--- config.mk ---
export PLATFORM = sky130hd
export DESIGN_NAME = write_slave_mngr
export DESIGN_NICKNAME = d
export VERILOG_FILES = /design/src/rtl/write_slave_mngr.sv
export SDC_FILE = /design/constraint.sdc
export NUM_CORES = 1
export LEC_CHECK = 0
export ABC_CLOCK_PERIOD_IN_PS = 2000
export CAP_MARGIN = 20
export CORE_UTILIZATION = 41
export CTS_BUF_LIST = sky130_fd_sc_hd__clkbuf_8
export CTS_CLUSTER_SIZE = 8
export DETAILED_ROUTE_END_ITERATION = 12
export PLACE_DENSITY_LB_ADDON = 0.08
export SKIP_LAST_GASP = 1
export SYNTH_ARGS = -nofsm -noshare
export SYNTH_HDL_FRONTEND = slang
export SYNTH_SLANG_ARGS = --single-unit
--- constraint.sdc ---
create_clock -name clk -period 2 [get_ports clk]
set_input_delay 0.3 -clock clk [delete_from_list [all_inputs] [get_ports clk]]
set_output_delay 0.3 -clock clk [all_outputs]
set_load 0.005 [all_outputs]
--- src/rtl/write_slave_mngr.sv ---
// Slave-side AXI write endpoint: takes one AW, gathers four 32-bit W beats into a 128-bit line,
// commits the line to memory and answers with a B response carrying the request ID.
module write_slave_mngr (
    input  logic         clk,
    input  logic         rst_n,
    input  logic         awvalid_i,
    output logic         awready_o,
    input  logic [3:0]   awid_i,
    input  logic [31:0]  awaddr_i,
    input  logic [5:0]   awatop_i,
    input  logic         wvalid_i,
    output logic         wready_o,
    input  logic [31:0]  wdata_i,
    input  logic         wlast_i,
    output logic         bvalid_o,
    input  logic         bready_i,
    output logic [3:0]   bid_o,
    output logic         bcomp_o,
    output logic         mem_we_o,
    output logic [27:0]  mem_addr_o,
    output logic [127:0] mem_wdata_o,
    input  logic         mem_wready_i
);

    typedef enum logic [1:0] {StIdle, StData, StMemWr, StResp} state_e;

    state_e         state_q, state_d;
    logic [3:0]     id_q, id_d;
    logic [27:0]    addr_q, addr_d;
    logic           err_q, err_d;
    logic [1:0]     cnt_q, cnt_d;
    logic [127:0]   line_q, line_d;

    // Byte offset within the line carries no meaning here.
    logic unused_addr_lsbs;
    assign unused_addr_lsbs = ^awaddr_i[3:0];

    always_ff @(posedge clk or negedge rst_n) begin
        if (!rst_n) begin
            state_q <= StIdle;
            id_q    <= '0;
            addr_q  <= '0;
            err_q   <= 1'b0;
            cnt_q   <= '0;
            line_q  <= '0;
        end else begin
            state_q <= state_d;
            id_q    <= id_d;
            addr_q  <= addr_d;
            err_q   <= err_d;
            cnt_q   <= cnt_d;
            line_q  <= line_d;
        end
    end

    always_comb begin
        state_d = state_q;
        id_d    = id_q;
        addr_d  = addr_q;
        err_d   = err_q;
        cnt_d   = cnt_q;
        line_d  = line_q;
        unique case (state_q)
            StIdle: begin
                if (awvalid_i) begin
                    id_d    = awid_i;
                    addr_d  = awaddr_i[31:4];
                    err_d   = (awatop_i != 6'd0);
                    cnt_d   = 2'd0;
                    state_d = StData;
                end
            end
            StData: begin
                if (wvalid_i) begin
                    line_d[{cnt_q, 5'd0} +: 32] = wdata_i;
                    cnt_d = cnt_q + 2'd1;
                    // The fourth beat always closes the burst; a missing wlast there is an error.
                    if (cnt_q == 2'd3) begin
                        if (err_q || !wlast_i) begin
                            err_d   = 1'b1;
                            state_d = StResp;
                        end else begin
                            state_d = StMemWr;
                        end
                    end else if (wlast_i) begin
                        err_d   = 1'b1;
                        state_d = StResp;
                    end
                end
            end
            StMemWr: begin
                if (mem_wready_i) begin
                    state_d = StResp;
                end
            end
            StResp: begin
                if (bready_i) begin
                    state_d = StIdle;
                end
            end
            default: state_d = StIdle;
        endcase
    end

    assign awready_o   = (state_q == StIdle);
    assign wready_o    = (state_q == StData);
    assign mem_we_o    = (state_q == StMemWr);
    assign bvalid_o    = (state_q == StResp);
    assign bid_o       = id_q;
    assign bcomp_o     = bvalid_o & ~err_q;
    assign mem_addr_o  = addr_q;
    assign mem_wdata_o = line_q;

endmodule
==> impl_metrics.csv, run 1 <==
group,metric,value,unit
global_route,grt_pass1_vias,5217,
synthesis,synth.net_count,624,
global_route,grt_max_degree,50,
synthesis,synth_xor_xnor_area_share,0,%
power,switching_power,3220,uW
synthesis,ys_seq_area_share,64.4,%
die,die_area,16100,um2
sta,setup_viol,0,
cts,clockRootBuffer,"clkbuf_8",
sta,final.period_utilization,97.0,%
synthesis,ys_ff_latch,165,
routing,ant_nets,0,
setup_path,path_buf_inv,2,
power,internal-power,8180,uW
routing,drt_iter0_markers,275,
setup_path,rr_worst_depth,6,
routing,first_pass_iters,4,
power,clock_power_share,25.5,%
setup_path,cp_top_family,"buffers and inverters",
finish,drive_gt1_share,14.4,%
setup_path,cp_max_fo,4,
synthesis,synth_top_family_by_area,"compound AO/OA/AOI/OAI gates",
placement,place_hpwl,12600,um
sta,finalMaxSlewViolations,0,
setup_path,arrival,1.64,ns
routing,routed_wl,17900,um
sta,clock.fmax,515,MHz
min_path,holdCritPathClass,"input pin to async pin",
setup_path,end_kind,"primary output",
finish,n_fill_cell,1173,
synthesis,avgSynthCellArea,12.0,um2
power,combinationalPowerShare,34.9,%
sta,finClkSkew,0.00729,ns
synthesis,netlist_area,6410,um2
routing,vias,5123,
cts,clk_latency,0.45,ns
run,maxCapViolCount,0,
die,initial_core_util,42.0,%
synthesis,yosys.area_share.simple,9.83,%
global_route,grt-ovfl-total,0,
cts,cts_buffer_depth,2,
die,rows,45,
setup_path,required,1.70,ns
finish,area_growth,53.8,%
cts,cts_buffers,17,
finish,antennaDiodeCount,0,
routing,drc,0,
sta,tightest_slew,0.482,ns
die,die_h,127,um
routing,via_per_inst,5.04,
cts,htree_levels,4,
power,ir_worst_vdd,0.000732,V
setup_path,slowest_delay,0.49,ns
die,core_region_area,15300,um2
power,p_total,11400,uW
setup_path,r2r_setup_slack,0.13,ns
placement,dpl-instance-area,9240,um2
power,power_leakage,0.00422,uW
sta,maxSlewHeadroom,67.8,%
synthesis,yosysWarnings,0,
placement,gp_congestion,0.802,
synthesis,synth_compound_area_share,15.3,%
placement,dpl_worst_slack,-0.0240,ns
sta,rsz0062_at_grt,"true",
placement,port_buffers,241,
synthesis,synth.area.mux_share,5.79,%
status,status,"finished clean",
setup_path,start_kind,"register",
sta,setup_ws,0.0600,ns
die,io_pins,246,
sta,min_period,1.94,ns
setup_path,crit_slowest_cell,"clkdlybuf4s50_1",
sta,hold_violations,0,
setup_path,rr_endpoint,"mem_wdata_o[114]",
synthesis,ys_types,29,
global_route,antenna_found_initial,0,
synthesis,synthAdderAreaFrac,1.95,%
synthesis,synthCells,533,
power,powerDensity,1160,nW/um2
cts,path_clk_slew,0.09,ns
setup_path,crit_chain,"buf_6 -> ha_4 -> clkdlybuf4s50_1",
routing,wl_per_cell,17.6,um
setup_path,r2r-start,"cnt_q[0]",
finish,fin_area,9860,um2
global_route,grt.total_usage,23.1,%
cts,cts_tree,"yes",
finish,nets,884,
die,die-width,127,um
power,seq_power_share,39.6,%
cts,cts.sinks,165,
setup_path,crit_type,"register to primary output",
power,swShare,28.2,%
global_route,grt_pass1_wl,28500,um
[cells in the mapped netlist]
library cell,instances,area (um2)
dfrtp_1,165,4130
nor2b_1,4,25.0
nor4_1,1,6.26
nand2b_1,1,6.26
a21oi_1,3,15.0
buf_4,2,15.0
nand2_2,1,6.26
mux2_2,33,372
nand2_1,123,462
and4b_1,1,10.0
o21ai_0,42,210
nand3_1,6,30.0
and2b_1,1,7.51
buf_6,2,22.5
nor4_2,1,12.5
buf_1,3,11.3
a22o_1,71,622
nor2_2,1,6.26
a2111oi_2,1,15.0
nor2_1,2,7.51
o21ai_1,24,120
inv_1,4,15.0
or4_1,1,7.51
ha_1,10,125
nor4b_2,1,15.0
nand3b_1,1,7.51
clkbuf_1,19,71.3
nor4_4,1,21.3
buf_2,8,40.0
[sequential cells by signal (all words and copies together) (netlist names)]
name,count
cnt_q,2
err_q,1
bid_o,4
mem_addr_o,28
state_q,2
mem_wdata_o,128
[cells by family (layout without fill, tap and decap cells)]
| family | after synthesis | after routing |
|---|---|---|
| buffers and inverters | 38 | 311 |
| AOI/OAI and AO/OA | 141 | 141 |
| DFF | 165 | 165 |
| muxes | 33 | 33 |
| and+or+nand+nor | 146 | 146 |
| adders and majority gates | 10 | 10 |
[through the flow]
stage                     std cells  hold WS [ns]  util [%]    TNS, ns
after floorplan                 533       0.00441         -          0
after global placement          975         0.273      60.5          0
after detailed placement        975         0.279      60.5    -0.0306
after CTS                      1016         0.356      64.5   -0.00706
after global routing           1017         0.382      64.6  -0.000200
final                          1017         0.361      64.6          0
[cell usage in the layout, fill, tap and decap left out, drive strengths merged, types with 2 or more instances in the layout]
cell	instances
dfrtp	165
inv	5
clkbuf	19
a22o	71
o21ai	66
nand2	124
clkinv	5
a21oi	3
nor2b	4
clkdlybuf4s50	236
bufinv	6
nor2	3
dlygate4sd2	2
ha	10
buf	34
nand3	6
dlymetal6s2s	2
mux2	33
nor4	3
[worst max-delay path by stage]
stage	startpoint	endpoint	cells after the start
2_1_floorplan	cnt_q[0]	mem_wdata_o[100]	7
3_3_place_gp	wvalid_i	state_q[0]	5
3_5_place_dp	wvalid_i	state_q[0]	5
4_1_cts	state_q[1]	wready_o	4
5_1_grt	cnt_q[0]	mem_wdata_o[106]	6
6_report	state_q[0]	bvalid_o	3
[power by group through the flow]
stage / sequential [uW] / combinational (uW) / clock (uW)
after floorplan: 4570 / 1420 / 0
after global placement: 4510 / 3690 / 0
after detailed placement: 4560 / 3760 / 0
after CTS: 4510 / 3990 / 2950
after global routing: 4600 / 4300 / 3090
final: 4510 / 3980 / 2900
[per-layer routing]
metal	up-vias	GRT usage [%]	wire [um]
met5	-	0	0
met4	0	9.52	465
met3	30	6.32	1190
met2	192	35.6	8300
met1	2527	31.0	7930
li1	2374	-	-
[area by class of cell]
cell class                      instances  area, um2  share of cell area (%)
Multi-Input combinational cell        330       2180                    22.1
Clock inverter                         13        225                    2.28
Sequential cell                       165       4130                    41.9
Tap cell                              211        264                    2.68
Clock buffer                           19        262                    2.65
Timing Repair Buffer                  275       2790                    28.2
Inverter                                4       17.5                   0.178
[timing repair]
action,in CTS,in global routing
resized for setup,15,5
hold buffers,1,0
hold endpoints to repair,45,0
setup endpoints to repair,4,39
buffers inserted,8,1
[worst reg2reg max path, cell delays in order (launching register included)]
cell and delay (ns):
dfrtp_1 0.43, inv_1 0.16, ha_2 0.36, nor4_4 0.28, and2b_2 0.23, buf_4 0.19
a22o_1 0.17
(Power assumes the default switching activity.)
==> inputs of run 2 (changes only) <==
--- a/config.mk
+++ b/config.mk
@@ -7,7 +7,7 @@
 export LEC_CHECK = 0
 export ABC_CLOCK_PERIOD_IN_PS = 2000
 export CAP_MARGIN = 20
-export CORE_UTILIZATION = 41
+export CORE_UTILIZATION = 40
 export CTS_BUF_LIST = sky130_fd_sc_hd__clkbuf_8
 export CTS_CLUSTER_SIZE = 8
 export DETAILED_ROUTE_END_ITERATION = 12
==> run 2 against run 1 <==
Against the previous run:
- critical path type unchanged
- hold slack lost 0.064 ns
- critical path depth is the same
- register-to-register slack gained 0.08 ns
- largest power group unchanged
- via count shrank 0.16%
- die area grew 2.5%
==> impl_metrics.csv, run 2 (synthesis gave the netlist of run 1 again) <==
group,metric,value,unit
routing,wl_per_cell,17.4,um
sta,final.period_utilization,96.7,%
die,core_region_area,15400,um2
routing,first_pass_iters,4,
die,rows,45,
sta,tightest_slew,0.451,ns
cts,clk_latency,0.44,ns
routing,vias,5115,
routing,drt_iter0_markers,214,
routing,via_per_inst,5.04,
finish,nets,882,
setup_path,crit_chain,"inv_4 -> ha_4 -> clkdlybuf4s50_1",
sta,tns,0,ns
setup_path,crit_slowest_cell,"clkdlybuf4s50_1",
status,status,"finished clean",
die,die-width,129,um
setup_path,end_kind,"primary output",
routing,drc,0,
cts,cts_buffers,17,
placement,port_buffers,241,
routing,ant_nets,0,
routing,routed_wl,17700,um
setup_path,required,1.70,ns
setup_path,crit_type,"register to primary output",
finish,largest_reg_flops,128,
global_route,grt_pass1_vias,5177,
sta,setup_viol,0,
placement,place_inst,977,
power,powerDensity,1120,nW/um2
cts,htree_levels,4,
power,ir_worst_vdd,0.000713,V
setup_path,start_kind,"register",
finish,n_fill_cell,1241,
global_route,antenna_found_initial,0,
cts,path_clk_slew,0.09,ns
die,initial_core_util,41.6,%
cts,cts_buffer_depth,2,
cts,clockRootBuffer,"clkbuf_8",
sta,whs,0.297,ns
global_route,grt_pass1_wl,27500,um
placement,dpl_worst_slack,0.0885,ns
finish,antennaDiodeCount,0,
global_route,grt-ovfl-total,0,
die,io_pins,246,
finish,stdcell_count,1014,
sta,setup_ws,0.0664,ns
sta,finalMaxSlewViolations,0,
global_route,grt_max_degree,60,
sta,finClkSkew,0.00878,ns
setup_path,crit_path_start,"state_q[0]",
global_route,grt.total_usage,21.9,%
finish,layout.cells.most_common,"clkdlybuf4s50_1",
finish,mostFrequentLayoutCells,"clkdlybuf4s50_1, dfrtp_1, nand2_1, a22o_1, o21ai_0",
sta,hold_violations,0,
min_path,holdCritPathClass,"input pin to async pin",
sta,maxSlewHeadroom,69.8,%
sta,min_period,1.93,ns
finish,area_growth,52.3,%
cts,cts.sinks,165,
cts,cts_tree,"yes",
finish,drive_gt1_share,13.9,%
placement,gp_congestion,0.784,
die,die_h,129,um
die,die_area,16500,um2
setup_path,slowest_delay,0.50,ns
sta,clock.fmax,517,MHz
placement,place_hpwl,12700,um
setup_path,arrival,1.63,ns
setup_path,cp_max_fo,5,
setup_path,r2r-start,"cnt_q[0]",
power,power_leakage,0.00416,uW
run,maxCapViolCount,0,
-- run 2: layer usage --
| metal | vias to the layer above | track usage [%] | share of wire, % | wire length, um |
|---|---|---|---|---|
| met5 | - | 0 | 0 | 0 |
| met2 | 183 | 36.5 | 49 | 8690 |
| met1 | 2551 | 28.1 | 43 | 7630 |
| met3 | 10 | 5.49 | 6.6 | 1170 |
| met4 | 0 | 7.20 | 1.0 | 178 |
| li1 | 2371 | - | - | - |
-- run 2: area by class of cell --
cell class	instances	area (um2)	area share, %
Multi-Input combinational cell	330	2200	22.5
Clock inverter	11	126	1.29
Inverter	4	17.5	0.179
Tap cell	211	264	2.70
Sequential cell	165	4130	42.3
Clock buffer	20	275	2.82
Timing Repair Buffer	273	2760	28.2
-- run 2: worst paths after layout --
path                                   end  slack (ns)  cells past startpoint
setup / recovery                 awready_o        0.07                      3
hold / removal             mem_wdata_o[27]        0.30                      2
min in group clk            mem_addr_o[12]        0.46                      2
hold reg to reg            mem_wdata_o[47]        0.48                      2
setup reg to reg                state_q[0]        0.21                      6
max in group asynchronous       state_q[0]        1.02                      3
-- run 2: critical path, delay by kind of cell (launching register included) --
kind,cells,cell delay [ns]
flops,1,0.44
buf+inv,2,0.59
fa+ha+maj,1,0.16
-- run 2: through the flow --
step	power, uW	utilization (%)	cell area, um2
floorplan	5990	-	6410
global placement	8250	60.0	9260
detailed placement	8380	60.0	9260
CTS	10900	63.0	9730
global route	11500	63.3	9770
finish	10900	63.3	9770
-- run 2: what timing repair did --
action,CTS,global route
pin swaps,1,0
resized for setup,11,4
endpoints found under the setup margin,4,21
setup buffers,3,2
hold buffers,1,0
endpoints found under the hold margin,28,0
cloned,0,0
-- run 2: where the power goes --
group / internal, uW / switching [uW]
logic: 2420 / 1580
registers: 4080 / 404
clock network: 1210 / 1210
total: 7710 / 3190
==> inputs of run 3 (changes only) <==
--- a/config.mk
+++ b/config.mk
@@ -5,7 +5,6 @@
 export SDC_FILE = /design/constraint.sdc
 export NUM_CORES = 1
 export LEC_CHECK = 0
-export ABC_CLOCK_PERIOD_IN_PS = 2000
 export CAP_MARGIN = 20
 export CORE_UTILIZATION = 40
 export CTS_BUF_LIST = sky130_fd_sc_hd__clkbuf_8
==> results of run 3 <==
No change in the layout: final DEF, timing and power equal those of run 2.
